$ cat src/rtl/oam_dma_engine.sv
// oam_dma_engine
// Executes the OAM DMA transfer launched by a CPU write to 0xFF46: copies
// LENGTH bytes from page src (echo RAM folded down) to DEST_BASE, four
// cycles per byte, owning the memory port through a bus_req/bus_gnt handshake.
// A grant lost mid-byte lets the current byte finish, then the engine waits
// in REQ and resumes at the same index.
// Optional build macro DMA_RESTART_EN: a dma_start while busy restarts the
// transfer from index 0 with the new source page.
//
// state   | meaning
// IDLE    | waiting for dma_start
// REQ     | bus_req high, waiting for bus_gnt
// RD_ADDR | source address + mem_oe presented, memory registers address
// RD_DATA | address held, read data captured at end of cycle
// WR_ADDR | destination address + write data presented
// WR_DATA | mem_we high, index advances at end of cycle
// DONE    | one-cycle done pulse, bus released
module oam_dma_engine #(
  parameter int          LENGTH    = 160,
  parameter logic [15:0] DEST_BASE = 16'hFE00
) (
  input  logic        clk,
  input  logic        rst,
  input  logic        dma_start,
  input  logic [7:0]  dma_src_hi,
  output logic        bus_req,
  input  logic        bus_gnt,
  output logic [15:0] mem_address,
  output logic        mem_oe,
  output logic        mem_we,
  input  logic [7:0]  mem_rdata,
  output logic [7:0]  mem_wdata,
  output logic        busy,
  output logic        done
);

  localparam int IDX_W = $clog2(LENGTH + 1);
  localparam logic [IDX_W-1:0] LAST_IDX = IDX_W'(LENGTH - 1);

  typedef enum logic [2:0] {
    IDLE    = 3'd0,
    REQ     = 3'd1,
    RD_ADDR = 3'd2,
    RD_DATA = 3'd3,
    WR_ADDR = 3'd4,
    WR_DATA = 3'd5,
    DONE    = 3'd6
  } state_t;

  state_t           state_q, state_d;
  logic [7:0]       src_q, src_d;
  logic [IDX_W-1:0] idx_q, idx_d;
  logic [7:0]       byte_q, byte_d;
  // Remembers a grant drop seen at any point inside the current byte.
  logic             lost_q, lost_d;

  logic             in_xfer;
  logic             restart;
  logic [7:0]       src_mapped;
  logic [7:0]       idx_lo;
  logic [15:0]      dest_addr;

  // Echo RAM E000-FFFF mirrors C000-DFFF.
  assign src_mapped = (dma_src_hi >= 8'hE0) ? (dma_src_hi - 8'h20) : dma_src_hi;
  assign in_xfer    = (state_q == RD_ADDR) || (state_q == RD_DATA) ||
                      (state_q == WR_ADDR) || (state_q == WR_DATA);
  assign idx_lo     = 8'(idx_q);
  assign dest_addr  = DEST_BASE + 16'(idx_q);

`ifdef DMA_RESTART_EN
  assign restart = dma_start && (state_q != IDLE) && (state_q != DONE);
`else
  assign restart = 1'b0;
`endif

  // State and datapath registers with synchronous reset.
  always_ff @(posedge clk) begin
    if (rst) begin
      state_q <= IDLE;
      src_q   <= 8'h00;
      idx_q   <= '0;
      byte_q  <= 8'h00;
      lost_q  <= 1'b0;
    end else begin
      state_q <= state_d;
      src_q   <= src_d;
      idx_q   <= idx_d;
      byte_q  <= byte_d;
      lost_q  <= lost_d;
    end
  end

  // Next-state and datapath update.
  always_comb begin
    state_d = state_q;
    src_d   = src_q;
    idx_d   = idx_q;
    byte_d  = byte_q;
    lost_d  = lost_q;

    if (in_xfer && !bus_gnt) begin
      lost_d = 1'b1;
    end

    case (state_q)
      IDLE: begin
        if (dma_start) begin
          src_d   = src_mapped;
          idx_d   = '0;
          lost_d  = 1'b0;
          state_d = REQ;
        end
      end
      REQ: begin
        if (bus_gnt) begin
          lost_d  = 1'b0;
          state_d = RD_ADDR;
        end
      end
      RD_ADDR: state_d = RD_DATA;
      RD_DATA: begin
        byte_d  = mem_rdata;
        state_d = WR_ADDR;
      end
      WR_ADDR: state_d = WR_DATA;
      WR_DATA: begin
        idx_d = idx_q + 1'b1;
        if (idx_q == LAST_IDX) begin
          state_d = DONE;
        end else if (lost_q || !bus_gnt) begin
          state_d = REQ;
        end else begin
          state_d = RD_ADDR;
        end
      end
      DONE:    state_d = IDLE;
      default: state_d = IDLE;
    endcase

    // Restart wins over normal sequencing; the WR_DATA write of this cycle
    // has already been presented and still lands in memory.
    if (restart) begin
      src_d = src_mapped;
      idx_d = '0;
      if (in_xfer && bus_gnt && !lost_q) begin
        state_d = RD_ADDR;
      end else begin
        state_d = REQ;
      end
    end
  end

  // Moore outputs decoded from the current state.
  always_comb begin
    bus_req     = 1'b0;
    mem_address = 16'h0000;
    mem_oe      = 1'b0;
    mem_we      = 1'b0;
    mem_wdata   = 8'h00;
    busy        = (state_q != IDLE);
    done        = 1'b0;

    case (state_q)
      REQ: bus_req = 1'b1;
      RD_ADDR, RD_DATA: begin
        bus_req     = 1'b1;
        mem_address = {src_q, idx_lo};
        mem_oe      = 1'b1;
      end
      WR_ADDR: begin
        bus_req     = 1'b1;
        mem_address = dest_addr;
        mem_wdata   = byte_q;
      end
      WR_DATA: begin
        bus_req     = 1'b1;
        mem_address = dest_addr;
        mem_wdata   = byte_q;
        mem_we      = 1'b1;
      end
      DONE:    done = 1'b1;
      default: ;
    endcase
  end

endmodule

$ cat config.mk
export PLATFORM = sky130hd
export DESIGN_NAME = oam_dma_engine
export DESIGN_NICKNAME = d
export VERILOG_FILES = /design/src/rtl/oam_dma_engine.sv
export SDC_FILE = /design/constraint.sdc
export NUM_CORES = 1
export LEC_CHECK = 0
export CAP_MARGIN = 20
export CORE_MARGIN = 2
export CORE_UTILIZATION = 31
export DETAILED_ROUTE_END_ITERATION = 10
export GPL_TIMING_DRIVEN = 1
export SYNTH_ARGS = -nofsm -noshare
export SYNTH_HDL_FRONTEND = slang
export SYNTH_SLANG_ARGS = --single-unit
export TNS_END_PERCENT = 20
$ cat constraint.sdc
create_clock -name clk -period 1.6 [get_ports clk]
set_clock_uncertainty 0.05 [all_clocks]
set_input_delay 0.32 -clock clk [delete_from_list [all_inputs] [get_ports clk]]
set_output_delay 0.32 -clock clk [all_outputs]
set_load 0.1 [all_outputs]
# Yosys cells after proc, flatten, opt, wreduce, memory -nomap -nowiden
# Index checks and enable logic that the tools add are counted.
[classes] eq_ne=9 n_reduce_logical=15 n_mux=18 addsub=3 magnitude_cmp=1
[ops] op="one-hot mux 16 bit (2 select lines)" count=1
[ops] op="two-way mux 8 bit" count=3
[ops] op="one-hot mux 3 bit (6 select lines)" count=1
[ops] op="one-hot mux 8 bit (2 select lines)" count=1
[ops] op="adder 10 x 9 -> 11 bit (first input constant)" count=1
[ops] op="== test 3 bit (second input constant)" count=3
[ops] op="two-way mux 3 bit" count=3
[ops] op="adder 8 x 1 -> 8 bit (second input constant)" count=1
[ops] op="== test 8 bit (second input constant)" count=1
[ops] op="greater-or-equal comparator 8 bit (second input constant)" count=1
[ops] op="subtractor 8 x 6 -> 8 bit (second input constant)" count=1
[ops] op="two-way mux 1 bit" count=7
[ops] op="== test 3 x 2 -> 1 bit (second input constant)" count=2
[ops] op="AND reduction 2 bit" count=3
[ops] op="OR reduction 5 bit" count=1
[ops] op="logical OR 1 bit" count=4
[ops] op="!= test 2 bit (second input constant)" count=2
[ops] op="OR reduction 2 bit" count=2
[ops] op="== test 3 x 1 -> 1 bit (second input constant)" count=1
[ops] op="zero test 3 bit" count=1
[ops] op="nonzero test 3 bit" count=1
[ops] op="two-way mux 2 bit" count=1
[ops] op="one-hot mux 1 bit (2 select lines)" count=1
[ops] op="nonzero test 2 bit" count=1
[ops] op="other kinds (2)" count=2
[totals] reg_bits=28 word_cells=51 output_inout_bits=29 in_bits=20

# Depth between registers and ports, before layout
# Gate-level depths: netlist of run 1.
[depth] ltp_word=8 mapped_depth=6 depth_no_buf=5

# Least setup slack after synthesis of run 1
# No wires, ideal clock.
[synth_path] path_kind="flip-flop to output port" startpoint="reg state_q[2]" endpoint="out bus_req" n_path_buf=2 slack_ns=-1.080 t_required_ns=1.230 arrival_ns=2.310 path_stages_with_launch=5 path_cell_list="dfxtp_1 buf_6 clkbuf_1 or3_1 and2_1"
[synth_between] elab_chain_len=3 word_cells_on_any_way=7 cone_classes="eq/ne: 5; mux: 1; reduce/logical: 1"
[synth_lines] element="from (decl)" line="50" source="state_t state_q, state_d;"
[synth_lines] element="from (signal assigned)" line="85" source="state_q <= state_d;"
[synth_lines] element="== test 3 x 2 -> 1 bit, or another cell as far along" line="163" source="case (state_q)"
[synth_lines] element="OR reduction 5 bit (no source line) (*)"
[synth_lines] element="two-way mux 1 bit (*)" line="163"
[synth_lines] element="to (decl)" line="26" source="output logic bus_req,"
# Every way passes the cells marked *; elsewhere a longest branch is shown, timed or not.

# Final worst setup path of run 1
# Ends and elaborated chain as after synthesis.

==> results.json, run 1 <==
{
  "status": "finished with violations",
  "violations": "setup timing",
  "holdWs_ns": 0.408,
  "p_seq_share_pct": 40.3,
  "grt_pass1_vias": 1574,
  "synth.most_common_cell": "dfxtp_1",
  "postLayoutCellArea_sq_um": 2810,
  "synthAdderAreaFrac_pct": 1.66,
  "slew_headroom_pct": 80.1,
  "cts.htree.levels": 1,
  "crit_path_start_kind": "flop",
  "dpl.hpwl_microns": 2960,
  "vias": 1571,
  "hold_viol_final": 0,
  "grt_pass1_wl_microns": 6880,
  "ant_nets": 0,
  "place_inst": 298,
  "drcViolationCount": 0,
  "powerDensity_nw_per_um2": 660,
  "p_sw_share_pct": 29.1,
  "globalplace.congestion": 0.787,
  "holdPathEnd": "src_q[0]",
  "path_max_fanout": 3,
  "fin_setup_tns_ns": -4.15,
  "p_clk_share_pct": 30.0,
  "layout.nets": 276,
  "synth_commonest_cells": "28 x dfxtp_1, 26 x nand2_1, 23 x a21oi_1",
  "end_kind": "output pin",
  "drtIter0Drc": 60,
  "crit_chain": "buf_8 > or3_4 > and2_4 > buf_12",
  "min_period_ns": 1.82,
  "fmax_mhz": 550,
  "p_int_mw": 1.31,
  "hold_start": "src_q[0]",
  "synth_area_leaders": "dfxtp_1 37%, a21oi_1 7.6%, and2_1 7.5%",
  "cts.sinks": 28,
  "async_reset_ff_share_pct": 0,
  "io_buffers": 48,
  "worst-setup-path-type": "reg2out",
  "tritoncts": "built",
  "drive_gt1_share_pct": 44.7,
  "critPathSlowestCell": "or3_4",
  "diodes": 0,
  "numCtsBuffers": 3,
  "synth_top_family_by_area": "simple AND/OR/NAND/NOR gates",
  "setup_violations": 45,
  "dr.pass1.iters": 4,
  "core_sq_um": 4690,
  "grt_max_degree": 20,
  "tightest_slew_ns": 0.295,
  "postSynthRegisterBits": 28,
  "clock_latency_ns": 0.28,
  "initial_core_util_pct": 32.1,
  "synth-simple-area-share_pct": 32.9,
  "fp.dieH_microns": 73.7,
  "p_total_mw": 1.85,
  "holdCritPathClass": "reg2reg",
  "ys_types": 42,
  "seq_area_frac_synth_pct": 37.2,
  "utilization_pct": 59.8,
  "die_area_sq_um": 5430,
  "peakVddDrop_uv": 372,
  "p_switching_mw": 0.538,
  "fin_crit_sh_pct": 114,
  "wl_per_cell_microns": 13.4,
  "antenna_found_initial": 0,
  "r2r-end": "idx_lo[3]",
  "vias_per_cell": 5.12,
  "rsz0062_at_grt": "true",
  "synth_top_area_share_pct": 37.2,
  "drt_wl_total_microns": 4100,
  "grt_overflow": 0,
  "syn_area_per_cell_sq_um": 8.18,
  "ys.flop_type": "dfxtp_1",
  "synth.area.mux_share_pct": 2.83,
  "yosysWarnings": 0,
  "max-cap-violations": 0,
  "die_w_microns": 73.7,
  "synth_nets": 206,
  "cts.clk_slew.worst_paths_ns": 0.09,
  "pin_count": 49,
  "worst_slack_ns": -0.218,
  "max_stage_delay_ns": 0.38,
  "area_growth_syn_to_layout_pct": 86.4,
  "synth_edf_count": 0,
  "placed_cell_area_sq_um": 2600,
  "min_path_cells": 2,
  "grtUsageTotal_pct": 15.9,
  "worstPathArrival_ns": 1.45,
  "worst-r2r-setup-slack_ns": -0.05,
  "synth_area_sq_um": 1510,
  "rows": 25,
  "dp_slack_ns": -0.243,
  "power_frac_comb_pct": 29.6,
  "timing.critical_path.required_ns": 1.23,
  "fin_cells": 307,
  "cts-root-buf": "clkbuf_8",
  "syn_inst": 184,
  "reg2reg_depth": 6,
  "r2r-start": "state_q[2]",
  "leakagePower_nw": 1.10,
  "maxSlewViolCount": 0,
  "synth-xor-area-share_pct": 0,
  "synth_compound_area_share_pct": 19.2,
  "cts_buffer_depth": 2,
  "synth_top_cell_by_area": "dfxtp_1"
}
[per-layer routing]
metal	track usage [%]	routed length [microns]	vias to the layer above
li1	-	-	785
met1	20.1	1810	736
met2	27.2	2070	46
met3	3.02	187	4
met4	5.05	31	0
met5	0	0	-
[cells by family after synthesis]
family | after synthesis
AO/OA/AOI/OAI | 45
adder cells (fa/ha/maj) | 2
multiplexers | 4
AND/OR/NAND/NOR | 87
flip-flops | 28
buffers and inverters | 18
[cell usage in the layout, fill, tap and decap left out, types with 3 or more instances in the layout]
master | netlist | routed
buf_12 | 0 | 32
nand2_1 | 26 | 26
a21oi_1 | 23 | 23
dfxtp_1 | 28 | 23
buf_4 | 1 | 20
clkdlybuf4s50_1 | 0 | 19
and2_4 | 0 | 18
nand3_1 | 17 | 17
a21o_4 | 0 | 7
buf_6 | 2 | 6
inv_1 | 5 | 4
dfxtp_2 | 0 | 4
or3_4 | 0 | 3
nand2b_1 | 3 | 3
clkbuf_8 | 0 | 3
[cell type report]
cell class                 instances  area (sq um)
clock buffer                       3          41.3
fill                             401          1890
tap                               54          67.6
clock inverter                     1          30.0
multi-input combinational        138          1010
sequential                        28           569
timing repair buffer              78          1060
inverter                           5          22.5
[timing repair]
action | in CTS | in global routing
hold buffers | 0 | 0
setup endpoints to repair | 30 | 48
resized for setup | 23 | 10
setup buffers | 5 | 1
pin swaps | 20 | 2
[flip-flops by register name, indices dropped and copies added (netlist names)]
signal	flops
byte_q	8
idx_lo	8
lost_q	1
src_q	8
state_q	3
[worst max path at each step]
stage | cells past startpoint | to | slack [ns] | start
after floorplan | 4 | bus_req | -0.15 | state_q[2]
after global placement | 5 | idx_lo[3] | -0.22 | dma_start
after detailed placement | 5 | idx_lo[3] | -0.24 | dma_start
after CTS | 4 | bus_req | -0.22 | state_q[2]
after global routing | 4 | bus_req | -0.26 | state_q[2]
final | 4 | bus_req | -0.22 | state_q[2]
[power by group through the flow]
stage / Clock, mW / Combinational, mW / Sequential [mW]
after CTS: 0.571 / 0.541 / 0.747
final: 0.556 / 0.549 / 0.746
after global routing: 0.605 / 0.578 / 0.750
after floorplan: 0 / 0.318 / 0.752
after detailed placement: 0 / 0.524 / 0.762
after global placement: 0 / 0.523 / 0.760
[worst max-delay path: cells and delay by family, from the launching register on]
| kind | cells | cell delay [ns] |
|---|---|---|
| simple gates | 2 | 0.53 |
| flops | 1 | 0.37 |
| buf+inv | 2 | 0.28 |
Note: power is estimated with default switching activity, not from simulation.
==> inputs of run 2 (changes only) <==
--- a/config.mk
+++ b/config.mk
@@ -6,6 +6,7 @@
 export NUM_CORES = 1
 export LEC_CHECK = 0
 export CAP_MARGIN = 20
+export CORE_ASPECT_RATIO = 1.4
 export CORE_MARGIN = 2
 export CORE_UTILIZATION = 31
 export DETAILED_ROUTE_END_ITERATION = 10
==> results.json, run 2 (synthesized netlist as in run 1, its figures left out) <==
{
  "io_buffers": 48,
  "holdCritPathClass": "reg2reg",
  "drcViolationCount": 0,
  "grt_busiest_layer": "met2",
  "cts.sinks": 28,
  "core_sq_um": 4770,
  "r2r-end": "idx_lo[3]",
  "tritoncts": "built",
  "powerDensity_nw_per_um2": 633,
  "drive_gt1_share_pct": 42.3,
  "postLayoutCellArea_sq_um": 2720,
  "violations": "setup timing",
  "wl_per_cell_microns": 13.0,
  "drt_wl_total_microns": 4060,
  "reg2reg_depth": 6,
  "holdWs_ns": 0.406,
  "area_growth_syn_to_layout_pct": 80.5,
  "regArea_sq_um": 567,
  "worst-r2r-setup-slack_ns": -0.05,
  "grtUsageTotal_pct": 15.5,
  "layout_common_cells": "29 x buf_12, 26 x nand2_1, 25 x dfxtp_1",
  "ant_nets": 0,
  "critPathSlowestCell": "dfxtp_4",
  "leakagePower_nw": 1.05,
  "cts.htree.levels": 1,
  "n_fill_cell": 426,
  "fp.dieH_microns": 86.4,
  "worst-setup-path-type": "reg2out",
  "grt_max_degree": 22,
  "clock_latency_ns": 0.27,
  "vias": 1593,
  "worst_slack_ns": -0.237,
  "layout.nets": 271,
  "rsz0062_at_grt": "true",
  "max-cap-violations": 0,
  "multi_input_area_sq_um": 1000,
  "crit_chain": "nor2b_4 > or2_4 > buf_6 > and2_4 > buf_12",
  "pin_count": 49,
  "dpl.hpwl_microns": 3030,
  "fin_crit_sh_pct": 115,
  "p_total_mw": 1.72,
  "crit_path_start_kind": "flop",
  "hold_viol_final": 0,
  "antenna_found_initial": 0,
  "diodes": 0,
  "grt_pass1_wl_microns": 6830,
  "grt_overflow": 0,
  "hold_start": "byte_q[0]",
  "cts-root-buf": "clkbuf_8",
  "place_inst": 307,
  "numCtsBuffers": 3,
  "max_stage_delay_ns": 0.38,
  "min_period_ns": 1.84,
  "rows": 30,
  "r2r-start": "state_q[1]",
  "worstPathArrival_ns": 1.47,
  "dp_slack_ns": -0.205,
  "die_w_microns": 62.9,
  "fmax_mhz": 544,
  "grt_pass1_vias": 1554,
  "holdPathEnd": "byte_q[0]",
  "min_path_cells": 2,
  "fin_cells": 312,
  "timing.critical_path.required_ns": 1.23,
  "maxSlewViolCount": 0,
  "path_max_fanout": 4,
  "use_met1_pct": 16.8,
  "setup_violations": 40,
  "peakVddDrop_uv": 346,
  "tightest_slew_ns": 0.310,
  "cts_buffer_depth": 2,
  "globalplace.congestion": 0.762,
  "drtIter0Drc": 74,
  "die_area_sq_um": 5440,
  "slew_headroom_pct": 79.0,
  "dr.pass1.iters": 4,
  "cts.clk_slew.worst_paths_ns": 0.10,
  "placed_cell_area_sq_um": 2580,
  "vias_per_cell": 5.11,
  "layout_commonest_cell": "buf_12",
  "end_kind": "output pin",
  "initial_core_util_pct": 31.6,
  "grt_use_met3_pct": 2.73,
  "status": "finished with violations",
  "grt_util_met2_pct": 28.9
}
-- run 2: cell type report --
type	instances	share of cell area (%)
timing repair buffer	73	36.5
inverter	5	0.829
tap	64	2.95
sequential	28	20.9
clock buffer	4	2.03
multi-input combinational	138	36.8
-- run 2: power by group --
part	internal [mW]	switching, mW
combinational	0.241	0.289
sequential	0.723	0.0258
clock	0.220	0.220
total	1.18	0.535
-- run 2: metal layers --
layer | vias up | routed length [microns]
li1 | 774 | -
met4 | 0 | 109
met2 | 51 | 2120
met1 | 753 | 1640
met3 | 15 | 188
met5 | - | 0
-- run 2: what timing repair did --
item / CTS / global route
buffers inserted: 1 / 0
hold buffers: 0 / 0
endpoints found under the setup margin: 31 / 46
pin swaps: 4 / 2
gates resized for setup: 15 / 5
-- run 2: through the flow --
step | utilization (%) | setup TNS [ns]
6_report | 57.0 | -4.79
5_1_grt | 57.0 | -7.22
4_1_cts | 56.5 | -4.93
3_5_place_dp | 54.0 | -2.46
3_3_place_gp | 54.0 | -2.24
2_1_floorplan | - | -0.484
-- run 2: critical path, delay by kind of cell (launching register included) --
family | cells | cell delay [ns]
buf+inv | 2 | 0.29
simple gates | 3 | 0.52
flops | 1 | 0.38
-- run 2: worst max-delay path by stage --
stage | from | end | slack (ns) | cells past startpoint
floorplan | state_q[2] | bus_req | -0.15 | 4
detailed placement | dma_start | idx_lo[3] | -0.20 | 5
global route | state_q[2] | mem_address[3] | -0.28 | 5
CTS | state_q[1] | mem_address[6] | -0.23 | 5
finish | state_q[1] | mem_address[6] | -0.24 | 5
global placement | dma_start | idx_lo[3] | -0.19 | 5
==> inputs of run 3 (changes only) <==
--- a/config.mk
+++ b/config.mk
@@ -8,9 +8,10 @@
 export CAP_MARGIN = 20
 export CORE_ASPECT_RATIO = 1.4
 export CORE_MARGIN = 2
-export CORE_UTILIZATION = 31
+export CORE_UTILIZATION = 41
 export DETAILED_ROUTE_END_ITERATION = 10
 export GPL_TIMING_DRIVEN = 1
+export PLACE_DENSITY = 0.75
 export SYNTH_ARGS = -nofsm -noshare
 export SYNTH_HDL_FRONTEND = slang
 export SYNTH_SLANG_ARGS = --single-unit
==> results.json, run 3 (synthesized netlist as in run 1, its figures left out) <==
{
  "grt_overflow": 0,
  "grt_pass1_vias": 1646,
  "dr.pass1.iters": 4,
  "fin_cells": 297,
  "end_kind": "output pin",
  "fin_crit_sh_pct": 115,
  "die_area_sq_um": 4180,
  "placed_cell_area_sq_um": 2550,
  "critPathSlowestCell": "dfxtp_4",
  "regArea_sq_um": 569,
  "worstPathArrival_ns": 1.47,
  "worst_slack_ns": -0.242,
  "crit_path_start_kind": "flop",
  "numCtsBuffers": 3,
  "cts_buffer_depth": 2,
  "globalplace.congestion": 0.804,
  "antenna_found_initial": 0,
  "grt_pass1_wl_microns": 7740,
  "postLayoutCellArea_sq_um": 2790,
  "die_w_microns": 55.2,
  "rows": 26,
  "leakagePower_nw": 1.10,
  "drt_wl_total_microns": 4970,
  "hold_viol_final": 0,
  "crit_chain": "buf_6 > or3_4 > and2_4 > buf_12",
  "multi_input_area_sq_um": 998,
  "path_max_fanout": 4,
  "io_buffers": 48,
  "holdCritPathClass": "reg2reg",
  "layout_commonest_cell": "buf_12",
  "peakVddDrop_uv": 499,
  "wl_per_cell_microns": 16.7,
  "grt_max_degree": 20,
  "area_growth_syn_to_layout_pct": 85.0,
  "vias": 1682,
  "critPathTopFamily": "simple AND/OR/NAND/NOR gates",
  "cts.htree.levels": 1,
  "worst-setup-path-type": "reg2out",
  "grtUsageTotal_pct": 23.3,
  "vias_per_cell": 5.66,
  "n_fill_cell": 230,
  "tightest_slew_ns": 0.374,
  "place_inst": 284,
  "status": "finished with violations",
  "holdWs_ns": 0.412,
  "fmax_mhz": 543,
  "min_period_ns": 1.84,
  "layout.nets": 278,
  "cts-root-buf": "clkbuf_8",
  "utilization_pct": 77.8,
  "pin_count": 49,
  "maxSlewViolCount": 0,
  "worst-r2r-setup-slack_ns": -0.11,
  "path_buf_inv": 2,
  "fp.dieH_microns": 75.7,
  "ant_nets": 0,
  "setup_violations": 44,
  "rsz0062_at_grt": "true",
  "drtIter0Drc": 69,
  "initial_core_util_pct": 42.1,
  "drive_gt1_share_pct": 43.5,
  "layout_common_cells": "32 x buf_12, 25 x nand2_1, 25 x dfxtp_1",
  "dpl.hpwl_microns": 3190,
  "cts.clk_slew.worst_paths_ns": 0.10,
  "clock_latency_ns": 0.28,
  "violations": "setup timing",
  "powerDensity_nw_per_um2": 672,
  "slew_headroom_pct": 75.0,
  "timing.critical_path.required_ns": 1.23,
  "hold_buffers": 0,
  "max-cap-violations": 0,
  "drcViolationCount": 0,
  "max_stage_delay_ns": 0.38,
  "cts.sinks": 28,
  "tritoncts": "built",
  "core_sq_um": 3580,
  "diodes": 0
}
-- run 3: cell types whose count changed in the layout (fill, tap and decap cells not counted), sizes merged --
cell | previous run | this run
bufinv | 0 | 1
clkbuf | 4 | 3
buf | 54 | 61
-- run 3: what timing repair did --
item                                    4_1_cts  5_1_grt
setup buffers                                 4        6
resized for setup                            24        5
endpoints found under the setup margin       33       47
pin swaps                                    19        2
-- run 3: worst paths after layout --
kind                                 start        end  cells past startpoint
worst min register to register   byte_q[1]  byte_q[1]                      2
worst max register to register  state_q[2]  idx_lo[5]                      6
worst min-delay path             byte_q[1]  byte_q[1]                      2
worst max-delay path            state_q[2]    bus_req                      4
-- run 3: power by group --
part           internal [mW]  total (mW)  leakage [nW]  switching [mW]
clock network          0.335       0.575        0.0357           0.239
registers              0.721       0.748         0.229          0.0264
logic                  0.243       0.549         0.832           0.305
total                   1.30        1.87          1.10           0.571
-- run 3: worst min-delay path: cells and delay by family, from the launching register on --
family           cells  cell delay [ns]
flip-flops           1             0.32
AND/OR/NAND/NOR      1             0.05
AO/OA/AOI/OAI        1             0.05
-- run 3: final cells by class --
type | count | share of cell area, %
repair buffers | 80 | 38.5
flip-flops and latches | 28 | 20.4
well taps | 42 | 1.89
multi-input cells | 138 | 35.8
clock buffers | 3 | 1.48
inverters | 5 | 0.809
clock inverters | 1 | 1.08
-- run 3: metal layers --
layer	vias up	GRT usage, %	wire [microns]
met1	815	24.2	1780
met4	0	9.49	147
li1	789	-	-
met2	64	47.0	2810
met3	14	3.40	240
met5	-	0	0
-- run 3: metrics by stage --
step                power [mW]  setup WS, ns  setup TNS, ns
finish                    1.87        -0.242          -5.45
global route              1.93        -0.275          -7.09
CTS                       1.84        -0.236          -4.68
detailed placement        1.27        -0.221          -2.72
global placement          1.26        -0.201          -2.39
floorplan                 1.07        -0.151         -0.484
